[src/rtl/scan_link_pkg.sv]
// Shared scanner-link definitions: command codes, receiver states, and
// peer-status encodings used by both ends of the serial command link.
package scan_link_pkg;

  localparam logic [7:0] CMD_READY_XFER = 8'd2;
  localparam logic [7:0] CMD_START_SCAN = 8'd3;
  localparam logic [7:0] CMD_XFER       = 8'd4;
  localparam logic [7:0] CMD_DATA       = 8'd7;

  typedef enum logic [1:0] {
    ST_IDLE = 2'd0,
    ST_CMD  = 2'd1,
    ST_DATA = 2'd2
  } rxState_t;

  typedef enum logic [1:0] {
    PEER_NONE       = 2'd0,
    PEER_NEAR_FULL  = 2'd1,
    PEER_START_SCAN = 2'd2,
    PEER_FULL       = 2'd3
  } peerState_t;

  // Maps a status command onto the peer-status field; non-status codes give NONE.
  function automatic peerState_t cmdToPeer(input logic [7:0] code);
    case (code)
      CMD_READY_XFER: return PEER_NEAR_FULL;
      CMD_START_SCAN: return PEER_START_SCAN;
      CMD_XFER:       return PEER_FULL;
      default:        return PEER_NONE;
    endcase
  endfunction

endpackage

[src/rtl/scan_link_receiver_if.sv]
// Serial link inputs and decoded command/status outputs of the scan link receiver.
// master = scanner/consumer side, slave = receiver side.
interface scan_link_receiver_if;
  logic       serClkIn;
  logic       serDataIn;
  logic       cmdValid;
  logic [7:0] cmdCode;
  logic       dataValid;
  logic [7:0] dataByte;
  logic [1:0] peerState;
  logic       frameErr;
  logic       busy;

  modport master (
    output serClkIn, serDataIn,
    input  cmdValid, cmdCode, dataValid, dataByte, peerState, frameErr, busy
  );

  modport slave (
    input  serClkIn, serDataIn,
    output cmdValid, cmdCode, dataValid, dataByte, peerState, frameErr, busy
  );
endinterface

[src/rtl/scan_shift_in.sv]
// 8-bit LSB-first serial deserializer with a wrapping 3-bit bit counter.
// byteOut is the completed byte, valid in the cycle byteDone is high.
module scan_shift_in (
  input  logic       clk,
  input  logic       clear,
  input  logic       shiftEn,
  input  logic       bitIn,
  output logic [7:0] byteOut,
  output logic       byteDone
);

  logic [6:0] partial;
  logic [2:0] bitCount;

  // NOTE: sequential state uses non-blocking assignments so every register
  // samples pre-edge values regardless of statement order.
  always_ff @(posedge clk) begin
    if (clear) begin
      bitCount <= '0;
    end else if (shiftEn) begin
      bitCount <= bitCount + 3'd1;
    end
  end

  // NOTE: the shift register is deliberately not reset; the bit counter alone
  // decides when its contents are meaningful, and 8 shifts overwrite it fully.
  always_ff @(posedge clk) begin
    if (shiftEn) begin
      partial <= {bitIn, partial[6:1]};
    end
  end

  // The 8th bit is taken straight from the input so the byte is decoded on its edge.
  assign byteOut  = {bitIn, partial};
  assign byteDone = shiftEn && (bitCount == 3'd7);

endmodule

[src/rtl/scan_link_receiver.sv]
// Scan link receiver: reassembles command/payload frames from the scanner's serial
// link and decodes them into registered strobes and peer status. Optional mid-frame
// idle timeout is enabled by defining SCAN_RX_TIMEOUT_EN.
module scan_link_receiver
  import scan_link_pkg::*;
#(
  parameter int TIMEOUT_CYCLES = 32
) (
  input  logic                 clk,
  input  logic                 rst,
  scan_link_receiver_if.slave  link
);

  rxState_t   state, stateNext;
  peerState_t peerQ, peerNext;
  logic       cmdValidQ, cmdValidNext;
  logic       dataValidQ, dataValidNext;
  logic       frameErrQ, frameErrNext;
  logic [7:0] cmdCodeQ, cmdCodeNext;
  logic [7:0] dataByteQ, dataByteNext;
  logic [7:0] rxByte;
  logic       byteDone;
  logic       abort;

`ifdef SCAN_RX_TIMEOUT_EN
  localparam int IDLE_W = $clog2(TIMEOUT_CYCLES + 1);
  logic [IDLE_W-1:0] idleCnt;

  always_ff @(posedge clk) begin
    if (!rst || state == ST_IDLE || link.serClkIn || abort) begin
      idleCnt <= '0;
    end else begin
      idleCnt <= idleCnt + IDLE_W'(1);
    end
  end

  assign abort = (state != ST_IDLE) && (idleCnt == IDLE_W'(TIMEOUT_CYCLES));
`else
  assign abort = 1'b0;
`endif

  // An abort discards the bit on its edge so the next frame starts clean.
  scan_shift_in u_shift (
    .clk      (clk),
    .clear    (!rst || abort),
    .shiftEn  (link.serClkIn && !abort),
    .bitIn    (link.serDataIn),
    .byteOut  (rxByte),
    .byteDone (byteDone)
  );

  // NOTE: every output of this block gets a default first, so no path through
  // the case statements can infer a latch.
  always_comb begin
    stateNext     = state;
    cmdValidNext  = 1'b0;
    dataValidNext = 1'b0;
    frameErrNext  = 1'b0;
    cmdCodeNext   = cmdCodeQ;
    dataByteNext  = dataByteQ;
    peerNext      = peerQ;

    if (abort) begin
      stateNext    = ST_IDLE;
      frameErrNext = 1'b1;
    end else begin
      case (state)
        ST_IDLE: begin
          if (link.serClkIn) stateNext = ST_CMD;
        end
        ST_CMD: begin
          if (byteDone) begin
            case (rxByte)
              CMD_READY_XFER, CMD_START_SCAN, CMD_XFER: begin
                cmdValidNext = 1'b1;
                cmdCodeNext  = rxByte;
                peerNext     = cmdToPeer(rxByte);
                stateNext    = ST_IDLE;
              end
              CMD_DATA: begin
                cmdValidNext = 1'b1;
                cmdCodeNext  = rxByte;
                stateNext    = ST_DATA;
              end
              default: begin
                frameErrNext = 1'b1;
                stateNext    = ST_IDLE;
              end
            endcase
          end
        end
        ST_DATA: begin
          if (byteDone) begin
            dataValidNext = 1'b1;
            dataByteNext  = rxByte;
            peerNext      = PEER_NONE;
            stateNext     = ST_IDLE;
          end
        end
        default: stateNext = ST_IDLE;
      endcase
    end
  end

  always_ff @(posedge clk) begin
    if (!rst) begin
      state      <= ST_IDLE;
      cmdValidQ  <= 1'b0;
      dataValidQ <= 1'b0;
      frameErrQ  <= 1'b0;
      cmdCodeQ   <= '0;
      dataByteQ  <= '0;
      peerQ      <= PEER_NONE;
    end else begin
      state      <= stateNext;
      cmdValidQ  <= cmdValidNext;
      dataValidQ <= dataValidNext;
      frameErrQ  <= frameErrNext;
      cmdCodeQ   <= cmdCodeNext;
      dataByteQ  <= dataByteNext;
      peerQ      <= peerNext;
    end
  end

  assign link.cmdValid  = cmdValidQ;
  assign link.cmdCode   = cmdCodeQ;
  assign link.dataValid = dataValidQ;
  assign link.dataByte  = dataByteQ;
  assign link.peerState = peerQ;
  assign link.frameErr  = frameErrQ;
  assign link.busy      = (state != ST_IDLE);

endmodule

[src/flat_wrapper.sv]
// flat-port wrapper written by rule: the top's interface ports become plain ports
module scan_link_receiver_flat import scan_link_pkg::*;
#(
  parameter int TIMEOUT_CYCLES = 32
)
  (clk, rst, link_serClkIn, link_serDataIn, link_cmdValid, link_cmdCode, link_dataValid, link_dataByte, link_peerState, link_frameErr, link_busy);
  scan_link_receiver_if link_i ();
  input  logic clk;
  input  logic rst;
  input wire logic [$bits(link_i.serClkIn)-1:0] link_serClkIn;
  input wire logic [$bits(link_i.serDataIn)-1:0] link_serDataIn;
  output wire logic [$bits(link_i.cmdValid)-1:0] link_cmdValid;
  output wire logic [$bits(link_i.cmdCode)-1:0] link_cmdCode;
  output wire logic [$bits(link_i.dataValid)-1:0] link_dataValid;
  output wire logic [$bits(link_i.dataByte)-1:0] link_dataByte;
  output wire logic [$bits(link_i.peerState)-1:0] link_peerState;
  output wire logic [$bits(link_i.frameErr)-1:0] link_frameErr;
  output wire logic [$bits(link_i.busy)-1:0] link_busy;
  assign link_i.serClkIn = link_serClkIn;
  assign link_i.serDataIn = link_serDataIn;
  assign link_cmdValid = link_i.cmdValid;
  assign link_cmdCode = link_i.cmdCode;
  assign link_dataValid = link_i.dataValid;
  assign link_dataByte = link_i.dataByte;
  assign link_peerState = link_i.peerState;
  assign link_frameErr = link_i.frameErr;
  assign link_busy = link_i.busy;
  scan_link_receiver #(.TIMEOUT_CYCLES(TIMEOUT_CYCLES)) u_core (.clk(clk), .rst(rst), .link(link_i));
endmodule
[config.mk]
export PLATFORM = sky130hd
export DESIGN_NAME = scan_link_receiver_flat
export DESIGN_NICKNAME = d
export VERILOG_FILES = /design/src/rtl/scan_link_pkg.sv /design/src/rtl/scan_link_receiver_if.sv /design/src/rtl/scan_shift_in.sv /design/src/rtl/scan_link_receiver.sv /design/src/flat_wrapper.sv
export SDC_FILE = /design/constraint.sdc
export NUM_CORES = 1
export LEC_CHECK = 0
export ABC_AREA = 1
export CORE_ASPECT_RATIO = 0.8
export CORE_MARGIN = 2
export CORE_UTILIZATION = 53
export CTS_BUF_LIST = sky130_fd_sc_hd__clkbuf_4
export CTS_CLUSTER_SIZE = 24
export DETAILED_ROUTE_END_ITERATION = 7
export PLACE_DENSITY_LB_ADDON = 0.05
export SYNTH_ARGS = -nofsm -noshare
export SYNTH_HDL_FRONTEND = slang
export SYNTH_HIERARCHICAL = 1
export SYNTH_SLANG_ARGS = --single-unit
[constraint.sdc]
create_clock -name clk -period 1.85 [get_ports clk]
set_input_delay 0.555 -clock clk [delete_from_list [all_inputs] [get_ports clk]]
set_output_delay 0.555 -clock clk [all_outputs]
set_load 0.01 [all_outputs]
### Word-level counts from Yosys, hierarchy flattened

Index checks and enable logic that the tools add are counted.

* add/subtract/negate cells: 1
* eq/ne operators: 11
* multiplexer cells: 12
* reductions and logical operators: 12

Operator list (number)
* $eq A8 B2 Y1 const B: 2
* $eq A8 B3 Y1 const B: 2
* $mux W2: 6
* $pmux W2 S3: 2
* $reduce_and A3 Y1: 3
* $ne A2 B1 Y1 const B: 2
* $ne A2 B2 Y1 const B: 2
* $pmux W2 S2: 1
* $reduce_and A2 Y1: 2
* $reduce_and A4 Y1: 1
* $reduce_bool A2 Y1: 2
* $reduce_or A4 Y1: 1
* $add A3 B1 Y3 const B: 1
* $eq A3 B3 Y1 const B: 1
* $mux W1: 3
* $reduce_or A3 Y1: 1
* $eq A2 B1 Y1 const B: 1
* $eq A2 B2 Y1 const B: 1
* $logic_not A2 Y1: 1
* $logic_and A1 B1 Y1: 1

* input port bits: 4
* register bits after elaboration: 33

### Logic depth before layout (Yosys ltp)

Gate-level depths: netlist of the first run.

* word-level depth: 5
* gate-level depth with buffers: 11
* depth with buffers taken out: 10

### By module

Netlist of the first run, hierarchy kept.

Modules (own cells, without submodules)
* scan_link_receiver: cells each 136, area each 1018.5 sq um, sequential area each 460.4 sq um, instances 1
* scan_shift_in: cells each 30, area each 366.6 sq um, sequential area each 270.3 sq um, instances 1

### Least setup slack after synthesis of the first run

Ideal clock, no wire load.

* kind: input port to flip-flop
* start point: input link_serDataIn
* end point: register u_core.cmdCodeQ[3], in the netlist u_core/link.cmdCode[3]
* arrival time: 1330 ps
* data required time: 1740 ps
* setup slack: 410 ps
* setup time: 110 ps
* cell stages on the path: 9
* path through: buf_4 -> inv_1 -> nand2_2 -> nor2_8 -> nand2_2 -> nand3_4 -> nand2_2 -> nand3_1 -> inv_1

* word-level cells in the longest chain between the ends: 3
* elaborated cells on any way between the ends: 6
* classes of those cells: eq/ne: 4; reduce/logical: 2

RTL lines
* start: declaration: line flat_wrapper.sv:11 `input wire logic [$bits(link_i.serDataIn)-1:0] link_serDataIn;`
* $eq A8 B2 Y1, or another cell as far along
* $reduce_or A4 Y1 (no source line) *
* $reduce_and A3 Y1 (no source line) *
* end signal: assignment: line scan_link_receiver.sv:119 `cmdCodeQ <= cmdCodeNext;`
* end: declaration: line scan_link_receiver.sv:19 `logic [7:0] cmdCodeQ, cmdCodeNext;`

Mark *: on every way between the ends. The rest lies on a longest branch, timed or not.
A chain may end at the register's enable or synchronous reset.

### Worst setup path after layout of the first run

* start point: register u_core.cmdCodeQ[0], in the netlist u_core/link.cmdCode[0]
* end point: output link_cmdCode[0]

RTL lines
* end: declaration: line flat_wrapper.sv:13 `output wire logic [$bits(link_i.cmdCode)-1:0] link_cmdCode;`

No word-level cell between the ends.

==> results of run 1 <==
-- stage by stage --
stage          utilization (%)  instance area [sq um]  hold WS (ps)
2_1_floorplan                -                   1390           451
3_5_place_dp              69.3                   1710           449
3_3_place_gp              69.3                   1710           442
4_1_cts                   71.7                   1770           464
5_1_grt                   71.7                   1770           491
6_report                  71.7                   1770           461
-- sequential cells by signal (all words and copies together), names as in the netlist --
register and count:
u_core/link.cmdCode 8, u_core/link.cmdValid 1, u_core/link.dataByte 8, u_core/link.dataValid 1, u_core/link.frameErr 1, u_core/link.peerState 2, u_core/state 2, u_core/u_shift/bitCount 3
u_core/u_shift/partial 7
-- cell families (layout without fill, tap and decap cells) --
kind of cell | after synthesis | in the layout | share of synthesized area (%)
and+or+nand+nor | 85 | 85 | 30.4
DFF | 33 | 33 | 52.8
buffers and inverters | 31 | 67 | 9.57
AOI/OAI and AO/OA | 15 | 15 | 5.51
adders and majority gates | 2 | 2 | 1.81
-- placed cells by master (no fill, tap or decap) --
master           instances
a31oi_1                  1
dlygate4sd2_1            1
ha_1                     2
nand3_2                  2
nand3_1                 17
nor2_8                   1
nor2_1                  19
nand2_1                 34
edfxtp_1                 7
inv_2                    6
dfxtp_1                 25
nor2_4                   1
buf_4                    8
dfxtp_2                  1
a21oi_1                 14
nand2_4                  1
nand2_2                  6
nand4_1                  1
nor2_2                   2
nand3_4                  1
clkdlybuf4s50_1         24
inv_1                   20
clkbuf_4                 8
-- area by class of cell --
| type | instances | area (sq um) | share of cell area (%) |
|---|---|---|---|
| tap | 36 | 45.0 | 2.55 |
| clock buffer | 8 | 60.1 | 3.40 |
| multi-input combinational | 102 | 522 | 29.6 |
| sequential | 33 | 732 | 41.5 |
| timing repair buffer | 33 | 309 | 17.5 |
| inverter | 26 | 97.6 | 5.53 |
-- final timing paths --
check	to	slack [ps]	cells past startpoint
worst max-delay path	link_cmdCode[0]	60	1
worst min-delay path	u_core/link.cmdCode[5]	460	2
worst max register to register	u_core/link.cmdCode[4]	450	9
worst min register to register	u_core/link.cmdCode[5]	460	2
-- metal layers --
layer / GRT usage [%] / vias to the layer above / share of wire [%]
met2: 31.9 / 25 / 49
met3: 6.30 / 4 / 4.8
met1: 22.9 / 530 / 45
met5: 0 / - / 0
li1: - / 591 / -
met4: 9.78 / 0 / 1.1
-- power groups by stage --
| stage | Combinational, uW | Clock (uW) | Sequential, uW |
|---|---|---|---|
| floorplan | 57.8 | 0 | 781 |
| global placement | 82.1 | 0 | 783 |
| detailed placement | 85.9 | 0 | 784 |
| CTS | 84.5 | 430 | 768 |
| global route | 95.5 | 461 | 770 |
| finish | 83.0 | 417 | 768 |
==> impl_metrics.env, run 1 <==
export IMPL_ys_async_sr_fraction_pct=0
export IMPL_setup_viol=0
export IMPL_boundaryPins=26
export IMPL_ys_seq_area_share_pct=52.8
export IMPL_fin_crit_ps=1790
export IMPL_dieArea_sq_mm=0.00304
export IMPL_grt_pass1_vias=1068
export IMPL_grtUsageTotal_pct=19.7
export IMPL_gp_congestion=0.809
export IMPL_synth_top_cells_by_count="34 x nand2_1, 26 x dfxtp_1, 20 x inv_1, 19 x nor2_1, 17 x nand3_1"
export IMPL_drcViolationCount=0
export IMPL_cts_sinks=33
export IMPL_worst_path_largest_cell_delay_ps=550
export IMPL_finClkSkew_ps=3.77
export IMPL_htreeDepth=2
export IMPL_path_max_fanout=2
export IMPL_worst_skew_pair_late_latency_ps=330
export IMPL_synth_top_cell_by_area="dfxtp_1"
export IMPL_ir_drop_mv=0.476
export IMPL_status="completed"
export IMPL_p_int_uw=981
export IMPL_path_delay_family="buffers and inverters"
export IMPL_grt_overflow=0
export IMPL_relSlewSlack_pct=81.8
export IMPL_synth_cell_types=22
export IMPL_die_h_microns=49.7
export IMPL_synth_cells=166
export IMPL_grt_max_degree=15
export IMPL_drtIter0Drc=31
export IMPL_cts_resized=2
export IMPL_hold_path_startpoint="u_core/link.cmdCode[5]"
export IMPL_cts_tree="built"
export IMPL_dpl_worst_slack_ps=-23.2
export IMPL_place_inst=230
export IMPL_p_sw_uw=287
export IMPL_drv_slew=0
export IMPL_cp_data_arrival_time_ps=1230
export IMPL_fp_coreArea_sq_mm=0.00246
export IMPL_clockPowerShare_pct=32.9
export IMPL_drt_total_wl_mm=2.61
export IMPL_worstPathRequired_ps=1290
export IMPL_synth_nets=172
export IMPL_viasPerCell=4.83
export IMPL_crit_path_top_delay_cell="clkdlybuf4s50_1"
export IMPL_setup_ws_ps=62.8
export IMPL_grt_pass1_wl_mm=4.33
export IMPL_setup_tns_ps=0
export IMPL_rows=16
export IMPL_start_kind="register"
export IMPL_drt_wirelength_per_cell_microns=10.9
export IMPL_antenna_found_initial=0
export IMPL_nNetsFinal=207
export IMPL_instances_no_fill=238
export IMPL_max_freq_mhz=560
export IMPL_fin_crit_sh_pct=96.6
export IMPL_worst_slew_pin_slew_ps=272
export IMPL_rsz0062_at_grt="false"
export IMPL_power_leakage_uw=0.000822
export IMPL_dr_total_vias=1150
export IMPL_drive_above_1_share_pct=18.3
export IMPL_cts_hold_fix_buffers=0
export IMPL_cts_setup_buffers=0
export IMPL_synth_most_common_cell="nand2_1"
export IMPL_cts_path_max_buffers=2
export IMPL_die_w_microns=61.2
export IMPL_clockRootBuffer="clkbuf_4"
export IMPL_yosys_warnings=6
export IMPL_cap_violations=0
export IMPL_clkSlewWorstSetupHoldPaths_ps=90
export IMPL_r2r_start="u_core/u_shift/bitCount[0]"
export IMPL_syn_avg_cell_area_sq_um=8.34
export IMPL_n_fill_cell=207
export IMPL_worstSetupPathType="reg2out"
export IMPL_switching_share_pct=22.6
export IMPL_synthTopCellsByArea="dfxtp_1 38%, edfxtp_1 15%, nand2_1 9.2%, nand3_1 6.1%, inv_1 5.4%"
export IMPL_p_per_area_mw_per_mm2=718
export IMPL_drtPass1Iterations=4
export IMPL_power_total_uw=1270
export IMPL_synth_area_sq_mm=0.00139
export IMPL_numCtsBuffers=5
export IMPL_worstPathCellList="clkdlybuf4s50_1"
export IMPL_sequentialPowerShare_pct=60.6
export IMPL_start_util_pct=56.2
export IMPL_n_antenna_cell=0
export IMPL_postRouteAntennaNets=0
export IMPL_comb_power_share_pct=6.5
export IMPL_hold_viol=0
export IMPL_yosys_register_bits=33
export IMPL_syn2layout_area_growth_pct=27.5
export IMPL_io_buffers=25
export IMPL_min_delay_path_class="reg2reg"
export IMPL_dp_hpwl_mm=1.95
export IMPL_crit_path_end_kind="output port"
export IMPL_critical_path_buf_inv_count=1
export IMPL_synth_top_cell_area_share_pct=37.6
export IMPL_synth_ff_type="dfxtp_1"
export IMPL_cp_startpoint="u_core/link.cmdCode[0]"
export IMPL_synth_edf_count=7
Note: power is estimated with default switching activity, not from simulation.
==> inputs of run 2 (changes only) <==
--- a/config.mk
+++ b/config.mk
@@ -8,3 +8,2 @@
 export ABC_AREA = 1
-export CORE_ASPECT_RATIO = 0.8
 export CORE_MARGIN = 2
==> constraint.sdc (replaced) <==
create_clock -name clk -period 1.85 [get_ports clk]
set_input_delay 0.185 -clock clk [delete_from_list [all_inputs] [get_ports clk]]
set_output_delay 0.185 -clock clk [all_outputs]
set_load 0.01 [all_outputs]
==> run 2 against run 1 <==
  * Wire length grew 3.1%
  * Register-to-register slack worse by 120 ps
  * Power decreased by 1.1%
  * Via count down 2.4%
  * Highest routed layer unchanged
  * Design area is 1.5% lower
  * Cell count is 3.4% lower
  * Global-route usage rose by 1.3 points
==> impl_metrics.env, run 2 (synthesis results as in run 1) <==
export IMPL_fp_coreArea_sq_mm=0.00248
export IMPL_grt_pass1_vias=1028
export IMPL_hold_viol=0
export IMPL_worstPathRequired_ps=1660
export IMPL_rows=18
export IMPL_syn2layout_area_growth_pct=25.6
export IMPL_hold_end="u_core/u_shift/partial[6]"
export IMPL_power_leakage_uw=0.000805
export IMPL_min_delay_path_class="in2reg"
export IMPL_dieArea_sq_mm=0.00304
export IMPL_worstPathCellList="nor2_1, inv_1, clkdlybuf4s50_1"
export IMPL_status="completed"
export IMPL_fin_util_pct=70.2
export IMPL_viasPerCell=4.88
export IMPL_die_h_microns=55.1
export IMPL_max_freq_mhz=643
export IMPL_grtUsageTotal_pct=21.0
export IMPL_n_antenna_cell=0
export IMPL_htreeDepth=2
export IMPL_start_kind="register"
export IMPL_ir_drop_mv=0.717
export IMPL_cts_sinks=33
export IMPL_postRouteAntennaNets=0
export IMPL_instances_no_fill=230
export IMPL_hold_ws_ps=460
export IMPL_dr_total_vias=1122
export IMPL_grt_pass1_wl_mm=4.34
export IMPL_hold_depth=1
export IMPL_drt_total_wl_mm=2.69
export IMPL_reg2reg_to="u_core/link.peerState[0]"
export IMPL_drcViolationCount=0
export IMPL_worstSetupPathType="reg2out"
export IMPL_postPlaceCellArea_sq_mm=0.00168
export IMPL_numCtsBuffers=5
export IMPL_drtPass1Iterations=4
export IMPL_cp_data_arrival_time_ps=1370
export IMPL_die_w_microns=55.1
export IMPL_grt_max_degree=15
export IMPL_setup_viol=0
export IMPL_final_common_cell="nand2_1"
export IMPL_regToRegSetupSlack_ps=330
export IMPL_path_delay_family="buffers and inverters"
export IMPL_rsz0062_at_grt="false"
export IMPL_cts_resized=0
export IMPL_cts_tree="built"
export IMPL_hold_path_startpoint="link_serDataIn"
export IMPL_crit_path_end_kind="output port"
export IMPL_drv_slew=0
export IMPL_n_fill_cell=219
export IMPL_nNetsFinal=205
export IMPL_cts_setup_buffers=0
export IMPL_r2r_start="u_core/u_shift/bitCount[0]"
export IMPL_setup_tns_ps=0
export IMPL_io_buffers=25
export IMPL_cts_path_max_buffers=2
export IMPL_start_util_pct=55.9
export IMPL_dp_hpwl_mm=1.94
export IMPL_cts_hold_fix_buffers=0
export IMPL_drtIter0Drc=33
export IMPL_path_max_fanout=3
export IMPL_worst_skew_pair_late_latency_ps=330
export IMPL_drt_wirelength_per_cell_microns=11.7
export IMPL_relSlewSlack_pct=80.2
export IMPL_gp_congestion=0.863
export IMPL_grt_overflow=0
export IMPL_clockRootBuffer="clkbuf_4"
export IMPL_clkSlewWorstSetupHoldPaths_ps=100
export IMPL_p_per_area_mw_per_mm2=721
export IMPL_finClkSkew_ps=11.3
export IMPL_layout_common_cells="34 x nand2_1, 26 x dfxtp_1, 25 x clkdlybuf4s50_1, 20 x inv_1, 19 x nor2_1"
export IMPL_worstRegToRegCells=10
export IMPL_crit_path_top_delay_cell="clkdlybuf4s50_1"
export IMPL_antenna_found_initial=0
export IMPL_critical_path_buf_inv_count=2
export IMPL_drive_above_1_share_pct=16.5
export IMPL_place_inst=222
export IMPL_fin_crit_sh_pct=84.1
export IMPL_worst_slew_pin_slew_ps=297
export IMPL_final_cell_area_sq_mm=0.00174
export IMPL_cap_violations=0
export IMPL_fin_crit_ps=1560
export IMPL_boundaryPins=26
export IMPL_worst_path_largest_cell_delay_ps=520
==> run 2: cell count changes in the layout (fill, tap and decap cells not counted), sizes merged <==
cell	previous run	this run
clkdlybuf4s50	24	25
buf	8	6
dlygate4sd2	1	0
clkbuf	8	7
clkinv	0	1
==> run 2: worst reg2reg max path, cell delays in order (launching register included) <==
cell and delay, ps:
dfxtp_1 340, ha_1 200, ha_1 180, nand2_1 70, inv_1 80, nand2_1 210, nand2_1 100, nand2_2 100
nand2_1 50, nand2_1 60, nor2_1 40
==> run 2: worst max path at each step <==
stage / cells past startpoint / from / slack, ps / end
after floorplan: 11 / u_core/u_shift/bitCount[0] / 470 / u_core/link.peerState[0]
after global placement: 9 / link_serDataIn / 380 / u_core/link.cmdCode[7]
after detailed placement: 9 / link_serDataIn / 330 / u_core/link.cmdCode[4]
after CTS: 3 / u_core/state[0] / 270 / link_busy
after global routing: 3 / u_core/state[0] / 220 / link_busy
final: 3 / u_core/state[0] / 290 / link_busy
==> run 2: per-stage QoR <==
stage	setup slack, ps	total power [uW]
final	295	1250
after global routing	217	1310
after global placement	380	864
after CTS	275	1270
after floorplan	470	839
after detailed placement	327	868
==> run 2: per-layer routing <==
metal  track usage [%]  part of all wire (%)  wire length [microns]  up-vias
met4              11.8                   2.0                     53        0
met3              5.91                   4.5                    120        7
met1              25.2                    47                   1260      505
met5                 0                     0                      0        -
li1                  -                     -                      -      582
met2              33.7                    47                   1250       28
==> run 2: area by class of cell <==
| cell class | instances | area, sq um | area share (%) |
|---|---|---|---|
| Tap cell | 30 | 37.5 | 2.16 |
| Timing Repair Buffer | 31 | 295 | 17.0 |
| Multi-Input combinational cell | 102 | 522 | 30.0 |
| Sequential cell | 33 | 731 | 42.0 |
| Inverter | 26 | 97.6 | 5.61 |
| Clock inverter | 1 | 3.75 | 0.216 |
| Clock buffer | 7 | 52.6 | 3.02 |
==> run 2: report_power, final <==
group | switching, uW | internal (uW) | total [uW] | leakage (uW)
clock network | 227 | 175 | 402 | 0.0000338
registers | 15.3 | 753 | 768 | 0.000279
logic | 51.1 | 32.6 | 83.7 | 0.000493
